<file path="src/rtl/capture_trace_buffer.sv">
// Windowed capture buffer for processor result words, drained over a valid/ready port.
// Optional feature: define CAPTURE_TSTAMP_EN to store a cycle timestamp with each word.
module capture_trace_buffer #(
    parameter int unsigned DATA_W    = 40,
    parameter int unsigned DEPTH     = 16,
    parameter int unsigned WINDOW    = 420,
    parameter int unsigned WRAP_MODE = 0,
    parameter int unsigned CNT_W     = 16
) (
    input  logic                     clk,
    input  logic                     rst,
    input  logic                     arm,
    input  logic                     stop,
    input  logic                     clear,
    input  logic                     cap_en,
    input  logic [DATA_W-1:0]        cap_data,
    output logic                     rd_valid,
    input  logic                     rd_ready,
    output logic [DATA_W-1:0]        rd_data,
`ifdef CAPTURE_TSTAMP_EN
    output logic [CNT_W-1:0]         rd_tstamp,
`endif
    output logic [$clog2(DEPTH):0]   level,
    output logic                     busy,
    output logic                     done,
    output logic                     overflow,
    output logic [CNT_W-1:0]         drop_cnt
);

    localparam int unsigned AW   = $clog2(DEPTH);
    localparam int unsigned LvlW = AW + 1;
`ifdef CAPTURE_TSTAMP_EN
    localparam int unsigned MemW = DATA_W + CNT_W;
`else
    localparam int unsigned MemW = DATA_W;
`endif

    localparam logic [1:0] StIdle    = 2'd0;
    localparam logic [1:0] StCapture = 2'd1;
    localparam logic [1:0] StDone    = 2'd2;

    localparam logic [AW:0]      FullLvl = DEPTH[AW:0];
    localparam logic [CNT_W-1:0] WinLoad = WINDOW[CNT_W-1:0];

    logic [1:0]       state_q, state_d;
    logic [CNT_W-1:0] win_q, win_d;
    logic [AW-1:0]    wr_ptr_q, wr_ptr_d;
    logic [AW-1:0]    rd_ptr_q, rd_ptr_d;
    logic [AW:0]      level_q, level_d;
    logic             ovf_q, ovf_d;
    logic [CNT_W-1:0] drop_q, drop_d;

    logic [MemW-1:0]  mem [DEPTH];
    logic [MemW-1:0]  wdata;
    logic             we;
    logic             push, pop, full;

`ifdef CAPTURE_TSTAMP_EN
    logic [CNT_W-1:0] ts_q;

    always_ff @(posedge clk) begin
        if (rst) ts_q <= '0;
        else     ts_q <= ts_q + 1'b1;
    end

    assign wdata     = {ts_q, cap_data};
    assign rd_tstamp = mem[rd_ptr_q][MemW-1:DATA_W];
`else
    assign wdata     = cap_data;
`endif

    // Window counter holds the number of capture cycles still to come, including this one.
    always_comb begin
        state_d = state_q;
        win_d   = win_q;
        if (arm) begin
            state_d = StCapture;
            win_d   = WinLoad;
        end else if (state_q == StCapture) begin
            if (stop) begin
                state_d = StDone;
            end else if (WINDOW != 0) begin
                if (win_q == CNT_W'(1)) state_d = StDone;
                win_d = win_q - 1'b1;
            end
        end
    end

    assign push = (state_q == StCapture) && cap_en;
    assign pop  = rd_valid && rd_ready;
    assign full = (level_q == FullLvl);

    always_comb begin
        wr_ptr_d = wr_ptr_q;
        rd_ptr_d = rd_ptr_q;
        level_d  = level_q;
        ovf_d    = ovf_q;
        drop_d   = drop_q;
        we       = 1'b0;
        if (clear) begin
            wr_ptr_d = '0;
            rd_ptr_d = '0;
            level_d  = '0;
            ovf_d    = 1'b0;
            drop_d   = '0;
        end else if (push && full && !pop) begin
            ovf_d = 1'b1;
            if (drop_q != '1) drop_d = drop_q + 1'b1;
            // Wrap mode overwrites the oldest slot, which the write pointer already addresses.
            if (WRAP_MODE != 0) begin
                we       = 1'b1;
                wr_ptr_d = wr_ptr_q + 1'b1;
                rd_ptr_d = rd_ptr_q + 1'b1;
            end
        end else begin
            if (push) begin
                we       = 1'b1;
                wr_ptr_d = wr_ptr_q + 1'b1;
            end
            if (pop) rd_ptr_d = rd_ptr_q + 1'b1;
            level_d = level_q + LvlW'(push) - LvlW'(pop);
        end
    end

    always_ff @(posedge clk) begin
        if (rst) begin
            state_q  <= StIdle;
            win_q    <= '0;
            wr_ptr_q <= '0;
            rd_ptr_q <= '0;
            level_q  <= '0;
            ovf_q    <= 1'b0;
            drop_q   <= '0;
        end else begin
            state_q  <= state_d;
            win_q    <= win_d;
            wr_ptr_q <= wr_ptr_d;
            rd_ptr_q <= rd_ptr_d;
            level_q  <= level_d;
            ovf_q    <= ovf_d;
            drop_q   <= drop_d;
        end
    end

    always_ff @(posedge clk) begin
        if (!rst && we) mem[wr_ptr_q] <= wdata;
    end

    assign rd_valid = (level_q != '0);
    assign rd_data  = mem[rd_ptr_q][DATA_W-1:0];
    assign level    = level_q;
    assign busy     = (state_q == StCapture);
    assign done     = (state_q == StDone);
    assign overflow = ovf_q;
    assign drop_cnt = drop_q;

endmodule

</file>
<file path="config.mk">
export PLATFORM = sky130hd
export DESIGN_NAME = capture_trace_buffer
export DESIGN_NICKNAME = d
export VERILOG_FILES = /design/src/rtl/capture_trace_buffer.sv
export SDC_FILE = /design/constraint.sdc
export NUM_CORES = 1
export LEC_CHECK = 0
export CAP_MARGIN = 20
export CORE_ASPECT_RATIO = 1.25
export CORE_MARGIN = 5
export CORE_UTILIZATION = 45
export CTS_CLUSTER_DIAMETER = 80
export DETAILED_ROUTE_END_ITERATION = 8
export GPL_ROUTABILITY_DRIVEN = 0
export REMOVE_ABC_BUFFERS = 1
export SKIP_LAST_GASP = 1
export SLEW_MARGIN = 20
export SYNTH_ARGS = -nofsm -noshare
export SYNTH_HDL_FRONTEND = slang
export SYNTH_SLANG_ARGS = --single-unit
</file>
<file path="constraint.sdc">
create_clock -name clk -period 12.7 [get_ports clk]
set_input_delay 3.81 -clock clk [delete_from_list [all_inputs] [get_ports clk]]
set_output_delay 3.81 -clock clk [all_outputs]
set_load 0.1 [all_outputs]
</file>
-- After elaboration in Yosys (flattened, before gate mapping)
Memories as Yosys holds them, arrays and structs flattened. A register that Yosys moved wholly into a read port is not among the register bits.
Index checks and enable logic that the tools add are counted.
- register bits: 48
- bits in writable memories: 640
- input bits: 47
- output and inout bits: 65
- logic and storage cells: 58
- memories kept: 1
- add/subtract/negate cells: 6
- equality and inequality tests: 6
- mux-type cells: 14
- bitwise operators: 2
- reductions and logical operators: 20
- memory list (memory ; depth ; bits a word ; read ports ; clocked after memory_dff ; wr ports ; RTL line ; source):
    mem ; 16 ; 40 ; 1 ; 1 ; 1 ; 53 ; logic [MemW-1:0] mem [DEPTH];
- operators by type and width (cell ; number):
    $mux W9 ; 3
    $add A16 B1 Y16 const B ; 1
    $eq A16 B1 Y1 const B ; 1
    $ne A16 B16 Y1 const B ; 1
    $sub A16 B1 Y16 const B ; 1
    $reduce_and A2 Y1 ; 7
    $add A4 B1 Y4 const B ; 2
    $mux W4 ; 2
    $mux W1 ; 7
    $add A5 B1 Y5 ; 1
    $eq A5 B5 Y1 const B ; 1
    $logic_and A1 B1 Y1 ; 5
    $reduce_bool A5 Y1 ; 1
    $sub A5 B1 Y5 ; 1
    $mux W2 ; 2
    $reduce_bool A2 Y1 ; 2
    $reduce_or A2 Y1 ; 2
    $reduce_bool A3 Y1 ; 1
    $eq A2 B1 Y1 const B ; 1
    $eq A2 B2 Y1 const B ; 1
    $logic_not A1 Y1 ; 2
    $ne A2 B2 Y1 const B ; 1
    $not A1 Y1 ; 2

-- Depth between registers and ports, before layout
Gate-level depths: netlist (run 1).
- word-level depth: 9
- depth in mapped cells: 14
- gate-level depth less buffers: 13

-- Least setup slack after synthesis (run 1)
OpenSTA, ideal clock, no wires.
- path kind: input port to flip-flop
- start point: input cap_en
- end point: memory mem[1][0] in the netlist's numbering (enable)
- arrival time: 7.392 ns
- data required time: 12.213 ns
- path slack: 4.821 ns
- stages on the path: 4
- cells stage by stage: nand3b_1 > a21oi_1 > nand3_1 > nor3_1
- word-level cells in the longest chain between the ends: 8
- elaborated cells on any way between the ends: 9
- ends and longest elaborated chain (item ; RTL line ; source):
    start, declared ; 15 ; input logic cap_en,
    $logic_and A1 B1 Y1 * ; 89 ; assign push = (state_q == StCapture) && cap_en;
    $logic_and A1 B1 Y1 (2 in series) ; 106 ; end else if (push && full && !pop) begin
    $mux W1 * ; 106 ;
    $mux W1 * ; 100 ; if (clear) begin
    $logic_and A1 B1 Y1 * ; 146 ; if (!rst && we) mem[wr_ptr_q] <= wdata;
    $mux W1 * ; 146 ;
    $mux W1 (not written as such) * ; 146 ;
    end, declared ; 53 ;
Every way passes the cells marked *; elsewhere a longest branch is shown, timed or not.

==> results of run 1 <==
sequential cells by signal, summed over array words and instances, names as in the netlist, named ones only:
signal,cells
drop_cnt,16
level,5
mem,640
overflow,1
rd_ptr_q,4
state_q,2
win_q,16
wr_ptr_q,4
worst paths after layout:
kind / startpoint / end / slack (ns) / cells past startpoint
max: flip-flop / rd_data[16] / 4.29 / 4
min: win_q[13] / win_q[13] / 0.49 / 2
max reg2reg: level[3] / mem[12][14] / 9.23 / 7
min reg2reg: win_q[13] / win_q[13] / 0.49 / 2
cells in the mapped netlist (2+ instances only):
library cell,instances
edfxtp_1,640
mux4_2,178
dfxtp_1,52
nor2_1,43
clkbuf_1,29
a21oi_1,23
mux4_1,22
nand3_1,16
nand2_1,15
ha_1,14
inv_1,12
nor3_1,11
xnor2_1,11
buf_2,10
or3_1,10
buf_1,9
buf_6,9
xor2_1,9
and3_1,7
nand4_1,7
a211oi_1,6
nand2b_1,5
o21ai_0,5
o31ai_1,5
and4_1,4
or4_1,4
a31oi_1,3
a41o_1,3
buf_12,3
mux2i_1,3
nor2b_1,3
nor3b_1,3
nor4_1,3
o41ai_1,3
a21o_1,2
a31o_1,2
and2_1,2
nand3b_1,2
nor4bb_1,2
o311ai_1,2
or2_2,2
critical path: stages (launching register included):
cell and delay (ns):
dfxtp_4 0.98, buf_4 0.82, mux4_2 0.60, mux4_2 0.53, clkdlybuf4s50_1 1.00
where the power goes:
group	switching, mW	total, mW	internal [mW]
clock	0.829	1.89	1.06
sequential	0.0276	2.53	2.50
combinational	0.332	0.548	0.216
cells by family after synthesis:
family | after synthesis
compound gates | 58
xor+xnor | 20
fa+ha+maj | 15
buf+inv | 72
flops | 692
mux | 203
simple gates | 148
cells in the final DEF, fill, tap and decap left out, types with 12 or more instances in the layout:
master	n
edfxtp_1	640
mux4_2	178
clkdlybuf4s50_1	111
clkbuf_16	71
dfxtp_1	48
nor2_1	31
buf_4	28
a21oi_1	23
mux4_1	22
clkbuf_1	19
nand3_1	16
nand2_1	15
ha_1	14
clkinv_1	13
inv_1	12
nor2_4	12
final cells by class:
class / instances / area (sq um) / area share (%)
Timing Repair Buffer: 139 / 1320 / 4.27
Clock buffer: 91 / 1860 / 6.01
Clock inverter: 33 / 199 / 0.642
Multi-Input combinational cell: 444 / 6310 / 20.4
Inverter: 12 / 45.0 / 0.145
Tap cell: 765 / 957 / 3.09
Sequential cell: 692 / 20300 / 65.5
per-stage QoR:
stage / instance area [sq um] / util, % / cells / total power [mW] / hold slack (ns)
5_1_grt: 31000 / 52.2 / 2176 / 5.14 / 0.506
3_5_place_dp: 28900 / 48.7 / 2052 / 3.13 / 0.470
3_3_place_gp: 28900 / 48.7 / 2052 / 3.12 / 0.463
4_1_cts: 31000 / 52.2 / 2176 / 5.02 / 0.492
2_1_floorplan: 26500 / - / 1148 / 3.03 / 0.452
6_report: 31000 / 52.2 / 2176 / 4.96 / 0.485
metal layers:
metal | wire, um | track usage, % | vias to the layer above
met2 | 30000 | 30.8 | 303
li1 | - | - | 5422
met4 | 1090 | 4.96 | 6
met3 | 2920 | 3.44 | 84
met1 | 24300 | 23.9 | 6718
met5 | 34 | 0 | -
==> results by group, run 1 <==
Run status
  – Status: finished clean

Detailed routing
  – Drt via density: roughly 5.8
  – Drt pass-1 iters: 4
  – Total Wirelength: 58400 um
  – Drc violations: 0
  – Via count: 12533
  – ANT nets after route: 0
  – DR WL/cell: about 27 um
  – Detailed Route Iter0 Violations: between 800 and 900

Floorplanning
  – Core area: 59300 sq um
  – Die W: 229 um
  – I/O Pins: 112
  – Die Area: approximately 65000 sq um
  – DIE HEIGHT: 283 um
  – Core Rows: 100
  – Starting Density: 45.3%

Finish
  – Diodes inserted: 0
  – # fillers: 4679
  – NumNets Final: about 1400
  – Area grow syn2layout: 15.3%
  – Fraction of layout cells with a size suffix above 1: between 20% and 30%

Timing
  – Worst-Margin Slew: approximately 1.1 ns
  – PnR worst setup slack: 4.29 ns
  – Clock Skew: around 0.025 ns
  – Fin Setup TNS: 0 ns
  – Tmin final: 8.41 ns
  – Final Hold Viols: 0
  – Fmax: 0.119 GHz
  – # setup viols final: 0
  – RSZ-0062 raised after global routing: false
  – Slew margin rel.: 24.0%
  – Fin. max-slew vios: 0
  – Final period utilization: 66.2%

CTS
  – CTS resizes: 0
  – # hold bufs at CTS: 0
  – TritonCTS clock tree: done
  – Postcts setup bufs: 0
  – Clk_lat worst skew: 0.61 ns
  – Root buffer cell: clkbuf_16
  – TritonCTS buffer count: 69
  – CTS clk-pin slew, worst paths: 0.06 ns
  – TritonCTS sink count: 692
  – H-tree depth: 3
  – Clk buf depth: 3

Yosys
  – Syn avg cell area: around 22 sq um
  – Synth Area in Compound Gates: 1.43%
  – Yosys warnings: 0
  – Most used DFF post-synth: edfxtp_1
  – Synth Area in XOR/XNOR: 0.652%
  – Flops & latches, synth: 692
  – Number of flops mapped to enable cells by yosys: 640
  – Cell area after synthesis: approximately 27000 sq um
  – Syn Inst Count: around 1200
  – Post-Synth Simple-Gate Area: 3.10%
  – Asr flop ratio synth: 0%
  – Seq/Total Area, Yosys: 75.4%
  – Yosys cell types: 55
  – Ranking of synthesized cells by area: edfxtp_1 72%, mux4_2 15%, dfxtp_1 3.9%, mux4_1 2.2%, ha_1 0.65%
  – Leading area contributor after synthesis: edfxtp_1
  – Fraction of synthesized cell area taken by the top area cell type: 71.5%
  – Main combinational cell family by area after synthesis: multiplexers
  – Post-Synth Adder-Cell Area: less than 1%
  – Mux share of post-synthesis cell area: 17.2%

Critical path
  – Worst-path fanout max: 48
  – Worst EP arrival: between 4 and 5 ns
  – Startpoint types: flip-flop
  – Crit Path Class: flip-flop to primary output
  – CP required: 8.89 ns
  – CP endpoint kind: primary output

Min path
  – HP Class: flip-flop to flip-flop

GRT
  – Grt ovf: 0
  – Vias in the first global route: roughly 14000
  – First-pass GRT wire length: between 80000 and 90000 um
  – Total GRT Usage: between 10% and 20%
  – Antenna violations before repair: 3
  – Largest net degree at the start of global routing: 61

Pwr
  – Peak supply drop: 0.119 mV
  – Power Density: 160 nW/um^2
  – Leak: 9.41 nW

Placed design
  – PortBufs: 111
  – DP Wirelength: 30600 um
  – Pre-CTS setup slack: 4.77 ns

Job
  – Number of max-cap violations: 0
No activity file was read; power rests on OpenSTA's default activity.
==> run 2, diff against run 1 <==
clock period = 7.4 ns   (was 12.7 ns; I/O delays follow)
==> run 2 against run 1 <==
Compared with the run above: combinational power is 76% higher; clock skew grew 0.0019 ns; critical path type unchanged; sequential share of layout area decreased by 0.53 points; global-route usage decreased by 0.15 points; via count rose by 0.49%; worst setup slack lost 3.1 ns; flip-flop and latch count unchanged; clock-buffer cell count shrank 5; sequential power up 71%.
==> results by group, run 2 (synthesis results as in run 1) <==
Run status
  – Status: finished clean

Finish
  – Final core utilization: 52.6%
  – Commonest non-fill, non-tap cell in the layout: edfxtp_1
  – Area grow syn2layout: 16.2%
  – NumNets Final: 1424
  – Largest register FFs: 640
  – Biggest register: mem
  – Commonest cells after routing, fill and taps aside: 640 x edfxtp_1, 178 x mux4_2, 111 x clkdlybuf4s50_1
  – Final Instance Area: 31200 sq um
  – Diodes inserted: 0
  – Area of the multi-input gates: 6310 sq um
  – Fraction of layout cells with a size suffix above 1: 23.3%
  – # fillers: 4690
  – FF+latch area: between 20000 and 25000 sq um

GRT
  – Antenna violations before repair: 2
  – Grt ovf: 0
  – First-pass GRT wire length: 86700 um
  – Total GRT Usage: 17.9%
  – Largest net degree at the start of global routing: between 60 and 70
  – Vias in the first global route: 13398

Pwr
  – Peak supply drop: 0.228 mV
  – Power Density: 277 nW/um^2
  – Leak: 9.50 nW
  – Pwr Total: 8.64 mW

Detailed routing
  – Total Wirelength: 57900 um
  – Drt via density: 5.80
  – DR WL/cell: 26.7 um
  – Drc violations: 0
  – Via count: 12594
  – Detailed Route Iter0 Violations: 985
  – Drt pass-1 iters: 5
  – ANT nets after route: 0

Floorplanning
  – DIE HEIGHT: 283 um
  – Die Area: about 65000 sq um
  – I/O Pins: 112
  – Starting Density: about 45%
  – Core area: 59300 sq um
  – Die W: 229 um
  – Core Rows: 100

Critical path
  – Worst-path fanout max: 34
  – CP endpoint kind: primary output
  – Startpoint types: flip-flop
  – Worst EP arrival: 3.96 ns
  – Reg2reg path depth: 5
  – Worst r2r src: state_q[1]
  – Crit Path Class: flip-flop to primary output
  – CP required: around 5.2 ns
  – Reg-to-Reg End: mem[10][28]
  – R2r setup slk: roughly 4.1 ns

Timing
  – Final period utilization: 83.6%
  – Worst-Margin Slew: 1.14 ns
  – Final Hold Viols: 0
  – Fmax: around 0.16 GHz
  – Fin. max-slew vios: 0
  – RSZ-0062 raised after global routing: false
  – Slew margin rel.: 23.4%
  – Final hold slack: 0.482 ns
  – # setup viols final: 0
  – Tmin final: 6.18 ns
  – Clock Skew: 0.0270 ns

Placed design
  – Placed cell areas: approximately 29000 sq um
  – PortBufs: 111
  – DP Wirelength: 30100 um

CTS
  – TritonCTS sink count: 692
  – # hold bufs at CTS: 0
  – Postcts setup bufs: 0
  – CTS clk-pin slew, worst paths: 0.06 ns
  – TritonCTS clock tree: done
  – Root buffer cell: clkbuf_16
  – Clk buf depth: 3
  – TritonCTS buffer count: 68
  – H-tree depth: 3
  – Clk_lat worst skew: 0.61 ns
  – CTS resizes: 0

Min path
  – HP Class: flip-flop to flip-flop
  – Hold path start: win_q[15]
  – Min-Delay Path Depth: 2
  – Hold Path End: win_q[15]

Job
  – Number of max-cap violations: 0
run 2: cell count changes in the layout (fill, tap and decap cells not counted), sizes merged:
cell and delta:
buf +5, inv -2, clkinv -4, bufinv +4, clkinvlp -2, clkbuf -5
run 2: worst max path at each step:
stage                    from           to  slack [ns]  cells after the start
floorplan           flip-flop  rd_data[21]       -2.71                      2
global placement    flip-flop  rd_data[30]        1.77                      4
detailed placement  flip-flop  rd_data[30]        1.76                      4
CTS                 flip-flop  rd_data[30]        1.12                      4
global route        flip-flop  rd_data[30]        1.01                      4
finish              flip-flop  rd_data[25]        1.22                      4
run 2: final cells by class:
cell class	count	share of cell area, %
multi-input combinational	444	20.2
sequential	692	64.9
clock inverter	29	0.946
inverter	12	0.144
timing repair buffer	144	4.79
clock buffer	86	5.90
tap	765	3.07
run 2: power by group:
part | switching, mW | internal [mW] | total (mW)
Combinational | 0.580 | 0.383 | 0.964
Sequential | 0.0419 | 4.29 | 4.33
Clock | 1.41 | 1.94 | 3.34
Total | 2.03 | 6.61 | 8.64
run 2: stage by stage:
stage	std cells	setup TNS [ns]	setup WS, ns
after CTS	2172	0	1.12
final	2172	0	1.22
after detailed placement	2057	0	1.76
after floorplan	1148	-104.65	-2.71
after global routing	2172	0	1.01
after global placement	2057	0	1.77
run 2: routing by layer:
layer | share of wire (%) | track usage [%] | vias up
met5 | 0.059 | 0 | -
met1 | 41 | 23.6 | 6811
met3 | 5.2 | 3.26 | 57
met2 | 52 | 30.9 | 292
li1 | - | - | 5430
met4 | 1.6 | 4.77 | 4
run 2: critical path: stages (launching register included):
cell,delay (ns)
dfxtp_4,0.84
buf_4,0.39
mux4_1,0.58
mux4_2,0.51
clkdlybuf4s50_1,0.99
